$ cat src/rtl/register_16bit_if.sv
// Data/enable/output bundle for register_16bit.
// The master drives D/en; the register (slave) drives Q.
interface register_16bit_if #(
  parameter int unsigned WIDTH = 16
);
  logic [WIDTH-1:0] D;
  logic             en;
  logic [WIDTH-1:0] Q;

  modport master (output D, output en, input Q);
  modport slave  (input D, input en, output Q);
endinterface

$ cat src/rtl/register_16bit.sv
// WIDTH-bit load-enabled register with synchronous active-high reset.
// Q comes straight from the flops: one-cycle load latency, no D/en-to-Q path.
module register_16bit #(
  parameter int unsigned      WIDTH       = 16,
  parameter logic [WIDTH-1:0] RESET_VALUE = '0
) (
  input  logic                  clk,
  input  logic                  reset,
  register_16bit_if.slave       bus
);

  // Reset wins over load; with en low, the whole word holds even if D is X.
  always_ff @(posedge clk) begin
    if (reset) begin
      bus.Q <= RESET_VALUE;
    end else if (bus.en) begin
      bus.Q <= bus.D;
    end
  end

endmodule

$ cat src/flat_wrapper.sv
// flat-port wrapper written by rule: the top's interface ports become plain ports
module register_16bit_flat 
#(
  parameter int unsigned      WIDTH       = 16,
  parameter logic [WIDTH-1:0] RESET_VALUE = '0
)
  (clk, reset, bus_D, bus_en, bus_Q);
  register_16bit_if #(.WIDTH(WIDTH)) bus_i ();
  input  logic clk;
  input  logic reset;
  input wire logic [$bits(bus_i.D)-1:0] bus_D;
  input wire logic [$bits(bus_i.en)-1:0] bus_en;
  output wire logic [$bits(bus_i.Q)-1:0] bus_Q;
  assign bus_i.D = bus_D;
  assign bus_i.en = bus_en;
  assign bus_Q = bus_i.Q;
  register_16bit #(.WIDTH(WIDTH), .RESET_VALUE(RESET_VALUE)) u_core (.clk(clk), .reset(reset), .bus(bus_i));
endmodule
$ cat config.mk
export PLATFORM = sky130hd
export DESIGN_NAME = register_16bit_flat
export DESIGN_NICKNAME = d
export VERILOG_FILES = /design/src/rtl/register_16bit_if.sv /design/src/rtl/register_16bit.sv /design/src/flat_wrapper.sv
export SDC_FILE = /design/constraint.sdc
export NUM_CORES = 1
export LEC_CHECK = 0
export CORE_MARGIN = 5
export CORE_UTILIZATION = 37
export CTS_BUF_LIST = sky130_fd_sc_hd__clkbuf_4 sky130_fd_sc_hd__clkbuf_8
export CTS_CLUSTER_DIAMETER = 200
export DETAILED_ROUTE_END_ITERATION = 10
export PLACE_DENSITY_LB_ADDON = 0.12
export SLEW_MARGIN = 5
export SYNTH_ARGS = -nofsm -noshare
export SYNTH_HDL_FRONTEND = slang
export SYNTH_SLANG_ARGS = --single-unit
$ cat constraint.sdc
create_clock -name clk -period 1.1 [get_ports clk]
set_clock_uncertainty 0.1 [all_clocks]
set_input_delay 0.22 -clock clk [delete_from_list [all_inputs] [get_ports clk]]
set_output_delay 0.22 -clock clk [all_outputs]
set_load 0.005 [all_outputs]
==> results_dict.tcl <==
set metrics [dict create \
    synth_largest_type_area_fraction_pct 55.2 \
    synth_area_per_cell_um2 11.2 \
    critical_path_buf_inv_count 1 \
    clkTransAtPathRegs_ns 0.09 \
    synth_enable_flop_cells 0 \
    core_region_area_um2 1490 \
    finalSetupViolCount 0 \
    yosys.area_share.simple_pct 10.3 \
    sequential_cell_area_um2 340 \
    ys_async_sr_fraction_pct 0 \
    status "finished clean" \
    filler_cell_count 127 \
    route.vias.total 485 \
    initial_utilization_pct 39.0 \
    clk_path_buf_depth 2 \
    yosys.area.top_type "sky130_fd_sc_hd__dfxtp_1" \
    synth_sequential_area_ratio_pct 55.2 \
    drt-total-wl_um 1400 \
    grt_use_total_pct 11.2 \
    path_delay_family "flip-flops" \
    hold_path.class "in -> reg" \
    maxSlewHeadroom_pct 85.4 \
    antennaDiodeCount 0 \
    multi_input_comb_area_um2 224 \
    antenna_violations_before_repair 0 \
    worst_skew_pair.late_latency_ns 0.28 \
    crit_path_cell_trace "buf_2" \
    timing.fmax_mhz 954 \
    synth_warnings 0 \
    p_per_area_nw_per_um2 1280 \
    globalplace.congestion 0.621 \
    synthesis.area_um2 581 \
    postSynthCellCount 52 \
    global_route_wire_length_before_repair_um 2210 \
    worstSetupStartpoint "u_core.bus.Q[15]$_SDFFE_PP0P_" \
    worst-slew-pin-transition_ns 0.219 \
    place.detailed.hpwl_um 998 \
    setup.worst_path.class "reg -> out" \
    top_level_ports 35 \
    combinational_family_with_the_most_area_after_synthesis "multiplexers" \
    whs_ns 0.380 \
    holdBufCountCts 0 \
    dpl.cell_count 100 \
    ys_ff_latch 16 \
    grt_remaining_overflow 0 \
    synthDistinctLibCells 7 \
    cts.sink_count 16 \
    drtIter0Drc 0 \
    drive_gt1_share_pct 45.6 \
    die_wd_um 49.6 \
    finish.cell_count_without_fillers 106 \
    placement.io_buffers 34 \
    synth_top_cells_by_count "16 x sky130_fd_sc_hd__dfxtp_1, 16 x sky130_fd_sc_hd__mux2i_1, 16 x sky130_fd_sc_hd__nor2_1" \
    largest_register "u_core.bus.Q" \
    post_layout_minimum_cycle_time_ns 1.05 \
    maximum_number_of_pins_on_one_net_before_global_route_repair 17 \
    slew_viol_final 0 \
    cts_inserted_buffers 3 \
    worst_path_largest_cell_delay_ns 0.33 \
    report.final.hold_viol_count 0 \
    die_area_um2 2460 \
    synth_fa_ha_area_share_pct 0 \
    reg_top3 "u_core.bus.Q x16" \
    max_reg_flops 16 \
    cts-root-buf "sky130_fd_sc_hd__clkbuf_4" \
    wl_per_cell_um 13.2 \
    crit_fanout 2 \
    h-tree-depth 1 \
    worstSetupEndpointType "output port" \
    multiplexer_share_of_the_synthesized_area_pct 27.6 \
    via_count_of_the_first_global_routing_pass 500 \
    mappedNetlistNets 71 \
    critPathArrivalTime_ns 0.73 \
    drt-pass1-iter-count 1 \
    route.antenna.remaining_nets 0 \
    cp_data_required_time_ns 0.78 \
    syn2layout_area_growth_pct 65.7 \
    floorplan.die.height_um 49.6 \
    ir_drop_mv 1.08 \
    timing.critical_path.slowest_stage_cell "sky130_fd_sc_hd__dfxtp_2" \
    route.detailed.drc 0 \
    start_kind "register" \
    synth.top_cells.by_area "sky130_fd_sc_hd__dfxtp_1 55%, sky130_fd_sc_hd__mux2i_1 28%, sky130_fd_sc_hd__nor2_1 10%" \
    synth_xor_xnor_area_share_pct 0 \
    synth_top_flop_cell "sky130_fd_sc_hd__dfxtp_1" \
    final.period_utilization_pct 95.3 \
    timing.max_cap.violations 0 \
    reg2reg_from "u_core.bus.Q[0]$_SDFFE_PP0P_" \
    finalSetupTns_ns 0 \
    rsz0062_at_grt "yes" \
    synth_compound_gate_area_share_pct 0 \
    viasPerCell 4.58 \
    fin_nets 110 \
    holdCritStartpoint "bus_en" \
    cts_tree "built" \
    leakagePower_nw 0.478 \
    row_count 14 \
]
==> through the flow <==
step	setup slack (ns)	util [%]	total power, mW	area (um2)
6_report	0.0513	64.6	1.23	962
5_1_grt	-0.00819	64.6	1.31	962
4_1_cts	0.0156	61.6	1.23	917
3_5_place_dp	-0.291	63.2	0.873	941
3_3_place_gp	-0.268	63.2	0.869	941
2_1_floorplan	0.198	-	0.726	581
==> layout by cell type, fill, tap and decap left out <==
cell type / count
sky130_fd_sc_hd__mux2i_1: 15
sky130_fd_sc_hd__buf_6: 1
sky130_fd_sc_hd__clkbuf_4: 3
sky130_fd_sc_hd__buf_12: 2
sky130_fd_sc_hd__clkdlybuf4s50_1: 17
sky130_fd_sc_hd__dfxtp_2: 16
sky130_fd_sc_hd__clkbuf_16: 1
sky130_fd_sc_hd__nor2_1: 16
sky130_fd_sc_hd__dlymetal6s2s_1: 1
sky130_fd_sc_hd__clkbuf_8: 1
sky130_fd_sc_hd__buf_2: 15
sky130_fd_sc_hd__buf_4: 1
sky130_fd_sc_hd__mux2i_2: 1
==> path summary, 6_finish.rpt <==
path                            cells after the start  slack (ns)                            to
worst max-delay path                                1        0.05                     bus_Q[15]
worst max register to register                      3        0.29  u_core.bus.Q[0]$_SDFFE_PP0P_
worst min-delay path                                4        0.38  u_core.bus.Q[2]$_SDFFE_PP0P_
worst min register to register                      2        0.39  u_core.bus.Q[9]$_SDFFE_PP0P_
==> kinds of logic after synthesis <==
logic type,count (synthesis)
mux,16
flops,16
simple gates,16
buf+inv,4
==> where the power goes <==
group	internal (mW)	switching [mW]	total, mW
sequential	0.620	0.0156	0.636
combinational	0.139	0.0731	0.212
clock	0.201	0.179	0.380
total	0.960	0.267	1.23
==> area by class of cell <==
cell class | count | share of cell area, %
clock buffers | 4 | 3.77
multi-input cells | 32 | 23.3
repair buffers | 38 | 35.5
flip-flops and latches | 16 | 35.4
well taps | 16 | 2.08
==> timing repair <==
item                       4_1_cts  5_1_grt
setup buffers                    0        1
gates cloned                     0        1
resized for setup               80        3
setup endpoints to repair       16        5
==> per-layer routing <==
layer / GRT usage (%) / vias up / wire length (um)
met5: 0 / - / 0
met2: 19.5 / 14 / 727
li1: - / 245 / -
met3: 5.12 / 0 / 113
met1: 11.1 / 226 / 554
met4: 5.24 / 0 / 0
Note: power is estimated with default switching activity, not from simulation.
